===== config.mk =====
export PLATFORM = sky130hd
export DESIGN_NAME = seq_sub64
export DESIGN_NICKNAME = d
export VERILOG_FILES = /design/src/rtl/seq_sub64_pkg.sv /design/src/rtl/seq_sub64_slice.sv /design/src/rtl/seq_sub64.sv
export SDC_FILE = /design/constraint.sdc
export NUM_CORES = 1
export LEC_CHECK = 0
export ABC_AREA = 1
export CORE_ASPECT_RATIO = 1.4
export CORE_MARGIN = 4
export CORE_UTILIZATION = 52
export DETAILED_ROUTE_END_ITERATION = 7
export PLACE_DENSITY = 0.86
export SYNTH_ARGS = -nofsm -noshare
export SYNTH_HDL_FRONTEND = slang
export SYNTH_SLANG_ARGS = --single-unit

===== constraint.sdc =====
create_clock -name clk -period 7.3 [get_ports clk]
set_input_delay 0.73 -clock clk [delete_from_list [all_inputs] [get_ports clk]]
set_output_delay 0.73 -clock clk [all_outputs]
set_load 0.02 [all_outputs]

===== src/rtl/seq_sub64_pkg.sv =====
// Shared constants, index-width helper and FSM state type for the sliced subtractor.
package seq_sub64_pkg;

    localparam int SUB_WIDTH  = 64;
    localparam int SUB_SLICE  = 8;
    localparam int SUB_NSLICE = SUB_WIDTH / SUB_SLICE;

    // Index width that never collapses to zero when only one slice exists.
    function automatic int idx_w(input int nslice);
        return (nslice > 1) ? $clog2(nslice) : 1;
    endfunction

    localparam int SUB_IDX_W = idx_w(SUB_NSLICE);

    typedef enum logic [1:0] {
        ST_IDLE = 2'd0,
        ST_RUN  = 2'd1,
        ST_DONE = 2'd2
    } state_t;

endpackage


===== src/rtl/seq_sub64_slice.sv =====
// One slice of the subtractor: d = a + ~b + c_in, with c_out the carry (inverse borrow).
module sub8_slice
    import seq_sub64_pkg::*;
#(
    parameter int W = SUB_SLICE
) (
    input  logic [W-1:0] a,
    input  logic [W-1:0] b,
    input  logic         c_in,
    output logic [W-1:0] d,
    output logic         c_out
);

    logic [W:0] sum;

    assign sum   = {1'b0, a} + {1'b0, ~b} + {{W{1'b0}}, c_in};
    assign d     = sum[W-1:0];
    assign c_out = sum[W];

endmodule


===== src/rtl/seq_sub64.sv =====
// Multi-cycle subtractor: one SLICE-bit slice per RUN cycle through a single shared slice unit.
module seq_sub64
    import seq_sub64_pkg::*;
#(
    parameter int WIDTH = SUB_WIDTH,
    parameter int SLICE = SUB_SLICE
) (
    input  logic             clk,
    input  logic             rst,
    input  logic             in_valid,
    output logic             in_ready,
    input  logic [WIDTH-1:0] a,
    input  logic [WIDTH-1:0] b,
    input  logic             b_in,
    output logic             out_valid,
    input  logic             out_ready,
    output logic [WIDTH-1:0] diff,
    output logic             b_out,
    output logic             zero,
    output logic             ovf
);

    localparam int NS  = WIDTH / SLICE;
    localparam int IW  = idx_w(NS);
    localparam int MSB = WIDTH - 1;

    state_t           state_q, state_d;
    logic [IW-1:0]    idx_q, idx_d;
    logic             carry_q, carry_d;
    logic [WIDTH-1:0] a_q, a_d, b_q, b_d, diff_q, diff_d;
    logic             b_out_q, b_out_d, zero_q, zero_d, ovf_q, ovf_d;

    logic [SLICE-1:0] sl_a, sl_b, sl_d;
    logic             sl_c;
    logic             last;

    assign last = (idx_q == IW'(NS - 1));
    assign sl_a = a_q[int'(idx_q) * SLICE +: SLICE];
    assign sl_b = b_q[int'(idx_q) * SLICE +: SLICE];

    sub8_slice #(.W(SLICE)) u_slice (
        .a     (sl_a),
        .b     (sl_b),
        .c_in  (carry_q),
        .d     (sl_d),
        .c_out (sl_c)
    );

    always_ff @(posedge clk or posedge rst) begin
        if (rst) begin
            state_q <= ST_IDLE;
        end else begin
            state_q <= state_d;
        end
    end

    always_comb begin
        state_d = state_q;
        case (state_q)
            ST_IDLE: if (in_valid)  state_d = ST_RUN;
            ST_RUN:  if (last)      state_d = ST_DONE;
            ST_DONE: if (out_ready) state_d = ST_IDLE;
            default:                state_d = ST_IDLE;
        endcase
    end

    // Datapath next-state; outputs are only rewritten in RUN, so they hold through DONE.
    always_comb begin
        idx_d   = idx_q;
        carry_d = carry_q;
        a_d     = a_q;
        b_d     = b_q;
        diff_d  = diff_q;
        b_out_d = b_out_q;
        zero_d  = zero_q;
        ovf_d   = ovf_q;
        case (state_q)
            ST_IDLE: begin
                if (in_valid) begin
                    a_d     = a;
                    b_d     = b;
                    carry_d = ~b_in;
                    idx_d   = '0;
                end
            end
            ST_RUN: begin
                diff_d[int'(idx_q) * SLICE +: SLICE] = sl_d;
                carry_d = sl_c;
                idx_d   = last ? '0 : idx_q + IW'(1);
                if (last) begin
                    b_out_d = ~sl_c;
                    zero_d  = (diff_d == '0);
                    ovf_d   = (a_q[MSB] != b_q[MSB]) && (diff_d[MSB] != a_q[MSB]);
                end
            end
            default: ;
        endcase
    end

    always_ff @(posedge clk or posedge rst) begin
        if (rst) begin
            idx_q   <= '0;
            carry_q <= 1'b0;
            a_q     <= '0;
            b_q     <= '0;
            diff_q  <= '0;
            b_out_q <= 1'b0;
            zero_q  <= 1'b0;
            ovf_q   <= 1'b0;
        end else begin
            idx_q   <= idx_d;
            carry_q <= carry_d;
            a_q     <= a_d;
            b_q     <= b_d;
            diff_q  <= diff_d;
            b_out_q <= b_out_d;
            zero_q  <= zero_d;
            ovf_q   <= ovf_d;
        end
    end

    always_comb begin
        in_ready  = (state_q == ST_IDLE);
        out_valid = (state_q == ST_DONE);
        diff      = diff_q;
        b_out     = b_out_q;
        zero      = zero_q;
        ovf       = ovf_q;
    end

endmodule


======== Word-level counts from Yosys, hierarchy flattened ========
Cells that the tools add are included.
operators by class
  equality and inequality tests ........... 8
  reductions and logical operators ........ 8
  mux-type cells .......................... 10
  add/subtract/negate cells ............... 4
  bitwise operators ....................... 3
  shifts and indexed selects .............. 4
operators by type and width
  kind                     number
  $shiftx 64x7->8          2
  $bwmux 64                1
  $logic_not 64->1         1
  $shift 8x33->64 const A  1
  $shiftx 8x33->64         1
  $neg 6->33               1
  $add 8x8->9              1
  $add 9x1->9              1
  $not 8->8                1
  $mux 2                   3
  $mux 3                   2
  $pmux 2 s3               1
  $pmux 3 s2               1
  $reduce_and 2->1         3
  $ne 2x2->1 const B       2
  $add 3x1->3 const B      1
  $eq 3x3->1 const B       1
  $reduce_and 3->1         1
  $eq 2x1->1 const B       1
  $eq 2x2->1 const B       1
  $logic_not 2->1          1
  $ne 1x1->1               2
  $ne 2x1->1 const B       1
  $not 1->1                2
  other kinds (4)          4
word-level totals
  input port bits ......................... 133
  register bits after elaboration ......... 201
  output and inout bits ................... 69
  word-level logic and storage cells ...... 46

======== Longest topological paths before layout ========
  depth in word-level cells ............... 8
  mapped depth ............................ 25
  depth with buffers taken out ............ 22

======== Cells and area by module ========
A second synthesis with hierarchy kept.
unflattened totals
  cells, all modules ...................... 1,382
  area, all modules ....................... 10,123.5 um^2
modules (own cells, without submodules)
  module      times used  area each (um^2)  cells each  sequential area each (um^2)
  seq_sub64   1           9,706.8           1,306       5,029.8
  sub8_slice  1           416.6             76          0.0

======== Least setup slack after synthesis ========
No wires, ideal clock.
  path type ............................... register to register
  start point ............................. reg idx_q[0]
  end point ............................... reg zero_q (netlist: zero)
  required time ........................... 7.235 ns
  path slack .............................. 3.897 ns
  cell stages (with the launch flop) ...... 22
  clock period less this slack ............ 3.403 ns
  setup time .............................. 0.065 ns
  buffers on the path ..................... 4
  data arrival time ....................... 3.338 ns
  cell sequence ........................... dfrtp_1 -> buf_4 -> buf_2 -> clkbuf_1 -> clkbuf_1 -> nor2_1 -> o221ai_1 -> o21ai_0 -> fa_1 -> inv_1 -> fa_1 -> nand2_1 -> nor2_1 -> nand2_1 -> nand2_1 -> a21oi_1 -> nand3_1 -> nor2_1 -> nand2_1 -> nor3_2 -> nand3_1 -> nand2_1
on the way
  longest elaborated chain between the ends .. 7
RTL lines
  element                 RTL line               source
  start, declared         seq_sub64.sv:28        logic [IW-1:0] idx_q, idx_d;
  start signal, assigned  seq_sub64.sv:111       idx_q <= idx_d;
  $shiftx 64x7->8         seq_sub64.sv:39        assign sl_b = b_q[int'(idx_q) * SLICE +: SLICE];
  $not 8->8               seq_sub64_slice.sv:16  assign sum = {1'b0, a} + {1'b0, ~b} + {{W{1'b0}}, c_in};
  $add 8x8->9             seq_sub64_slice.sv:16
  $add 9x1->9             seq_sub64_slice.sv:16
  $shiftx 8x33->64        seq_sub64.sv:87        diff_d[int'(idx_q) * SLICE +: SLICE] = sl_d;
  $bwmux 64               seq_sub64.sv:87
  $logic_not 64->1        seq_sub64.sv:92        zero_d = (diff_d == '0);
  end signal, assigned    seq_sub64.sv:117       zero_q <= zero_d;
  end, declared           seq_sub64.sv:31        logic b_out_q, b_out_d, zero_q, zero_d, ovf_q, ovf_d;
Several ways; a longest one is shown, not always the timed one.
A chain may end at the register's enable or synchronous reset.

======== Final worst setup path ========
Same ends and word-level chain as after synthesis.

==> impl_metrics.yaml <==
outcome:
  status: "finished clean"
detailed_routing:
  drt_iter0_drc: 893
  wire_per_inst_um: 17.39
  viasPerCell: 5.519
  dr_total_vias: 9990
  wirelength_um: 31480
  final_antenna_net_count: 0
  drc: 0
  drt_pass1_iterations: 5
yosys:
  postSynthAreaPerCell_um2: 7.312
  synthSimpleGateAreaFrac_pct: 30.66
  ys_ff_latch: 201
  synth-xor-area-share_pct: 0
  synth_cell_types: 29
  synth_fp_nets: 1540
  yosys_warnings: 0
  synth-adder-area-share_pct: 1.743
  synth_mux_area_share_pct: 0
  synth_top_family_by_area: "simple AND/OR/NAND/NOR gates"
  ys_seq_area_share_pct: 49.34
  synthCells: 1394
  syn-cell-area_um2: 10190
  synth_compound_area_share_pct: 12.32
sta:
  slew_headroom_pct: 30.01
  finalCritPeriodShare_pct: 60.51
  clock_skew_ns: 0.01788
  final.setup.tns_ns: 0
  max_freq_ghz: 0.2264
  min_period_ns: 4.417
  hold_viol: 0
  rsz0062_at_grt: "no"
  tightest_slew_ns: 1.050
  slew_viol_final: 0
  setup_viol: 0
worst_setup_path:
  cpMostUsedCell: "nand2_1"
  cp_data_required_time_ns: 7.75
  r2r_cells: 21
  critPathMaxStageDelay_ns: 0.74
  slowest_stage: "buf_4"
  path_cells: "buf_4, o21ai_0, o221ai_1, o21ai_0, fa_1, inv_1, fa_1, nand2_1, nand2_1, nand2_1, nand2_1, nand2_1, nand3_1, nand2_1, o21ai_0, nand3_1, nor2_1, nand2_1, nor2_1, nand3_1, nand2_1"
  r2r_setup_slack_ns: 2.88
  crit_arrival_ns: 4.87
  crit_path_start: "idx_q[0]$_DFFE_PP0P_"
  crit_path_end_kind: "register"
  regToRegStartpoint: "idx_q[0]$_DFFE_PP0P_"
  critPathLaunchType: "register"
  cp_max_fo: 98
  r2r-end: "zero$_DFFE_PP0P_"
  worstSetupPathType: "reg2reg"
  crit_end: "zero$_DFFE_PP0P_"
clock_network:
  cts_resized: 0
  path_clk_slew_ns: 0.06
  cts_made_buffers: 21
  insertion_delay_ns: 0.51
  holdBufCountCts: 0
  post_cts_buffers: 0
  cts_max_level: 1
  cts_buffer_depth: 3
  cts.sinks: 201
  root_buffer: "clkbuf_16"
  cts_tree: "yes"
final_layout:
  layout_commonest_cell: "nand2_1"
  nets: 1698
  syn2layout_area_growth_pct: 26.61
  num_antenna_cells: 0
  final_util_pct: 67.15
  layout-drive-gt1-share_pct: 4.545
  finalNonFillerCells: 1810
  fillCellCount: 1655
  multi_input_area_um2: 4569
  seq_area_um2: 5031
  final_cell_mix: "nand2_1 (603), clkdlybuf4s50_1 (201), dfrtp_1 (200)"
placement:
  dpl.hpwl_um: 22470
  io_buffers: 201
  gp_congestion: 0.9263
  dp.cells: 1777
power_and_ir_drop:
  leakagePower_uw: 0.006249
  fin_total_pwr_uw: 6875
  p_per_area_nw_per_um2: 532.7
  peakVddDrop_mv: 0.2949
grt:
  grt_remaining_overflow: 0
  grt_max_degree: 130
  grt_pass1_wl_um: 50510
  antenna_found_initial: 0
  grt_usage_pct: 28.39
  grt_pass1_vias: 9930
die:
  die_h_um: 173.7
  die_w_um: 126.3
  row_count: 60
  io_pins: 202
  core_um2: 19220
  die_area_um2: 21940
  start_util_pct: 53.04
min_path:
  min_path_type: "reg2reg"
flow_run:
  drv_cap: 0
==> area by class of cell <==
cell class / count / share of cell area [%]
multi-input combinational: 1040 / 35.40
inverter: 79 / 2.395
clock inverter: 5 / 0.2521
sequential: 201 / 38.98
tap: 248 / 2.404
timing repair buffer: 209 / 16.05
clock buffer: 28 / 4.508
==> critical path, delay by kind of cell, from the launching register on <==
kind            cells  cell delay, ns
compound gates      4            0.76
fa+ha+maj           2            0.64
buf+inv             2            0.85
flops               1            0.52
simple gates       13            1.53
==> report_power, final <==
group	internal, uW	total, uW	switching, uW
combinational	1300	3920	2620
clock	557	995	439
sequential	1620	1960	339
total	3480	6880	3400
==> stage by stage <==
| step | setup WS (ns) | cell area (um2) | hold slack [ns] |
|---|---|---|---|
| CTS | 2.939 | 12910 | 0.4763 |
| global placement | 3.013 | 12290 | 0.4569 |
| global route | 2.500 | 12910 | 0.4964 |
| finish | 2.883 | 12910 | 0.4747 |
| detailed placement | 2.957 | 12290 | 0.4600 |
| floorplan | 1.088 | 10190 | 0.4436 |
==> how the worst min path moves through the flow <==
stage,cells after the start,endpoint,slack [ns],startpoint
finish,2,b_q[3]$_DFFE_PP0P_,0.47,b_q[3]$_DFFE_PP0P_
global route,2,a_q[5]$_DFFE_PP0P_,0.50,a_q[5]$_DFFE_PP0P_
CTS,2,a_q[5]$_DFFE_PP0P_,0.48,a_q[5]$_DFFE_PP0P_
detailed placement,2,b_q[1]$_DFFE_PP0P_,0.46,b_q[1]$_DFFE_PP0P_
global placement,2,a_q[6]$_DFFE_PP0P_,0.46,a_q[6]$_DFFE_PP0P_
floorplan,2,a_q[16]$_DFFE_PP0P_,0.44,a_q[16]$_DFFE_PP0P_
==> routing by layer <==
metal,global-route usage [%],vias up,routed length [um]
met3,3.576,106,1795
met4,15.03,0,1802
met5,0,-,0
met1,34.14,4690,11930
li1,-,4760,-
met2,49.42,434,15950
==> sequential cells by signal, summed over array words and instances (netlist names) <==
signal / count
a_q: 64
b_out: 1
b_q: 64
carry_q: 1
diff: 64
idx_q: 3
ovf: 1
state_q: 2
zero: 1
==> synthesized netlist by cell type <==
cell      count  area share (%)
a21oi_1      30             1.5
a31oi_1      23             1.4
buf_1        10            0.37
buf_2         7            0.34
buf_4         3            0.22
buf_6         1            0.11
clkbuf_1     53             2.0
dfrtp_1     201              49
fa_1          2            0.39
ha_1         11             1.4
inv_1        73             2.7
inv_2         5            0.18
inv_4         1           0.061
nand2_1     605              22
nand2_2       2            0.12
nand3_1      47             2.3
nand3_2       2            0.20
nand4_1      10            0.61
nor2_1      104             3.8
nor2_2        2            0.12
nor2_4        1            0.11
nor3_2        1           0.098
o211ai_1      9            0.66
o21ai_0     162             8.0
o21ai_1       3            0.15
o221ai_1      2            0.17
o22ai_1       7            0.43
o31ai_1       1           0.074
or2_2        16            0.98
==> cells by family after synthesis <==
group / count (synthesis)
AND/OR/NAND/NOR: 790
buffers and inverters: 153
adder cells (fa/ha/maj): 13
flip-flops: 201
AO/OA/AOI/OAI: 237
(Power assumes the default switching activity.)
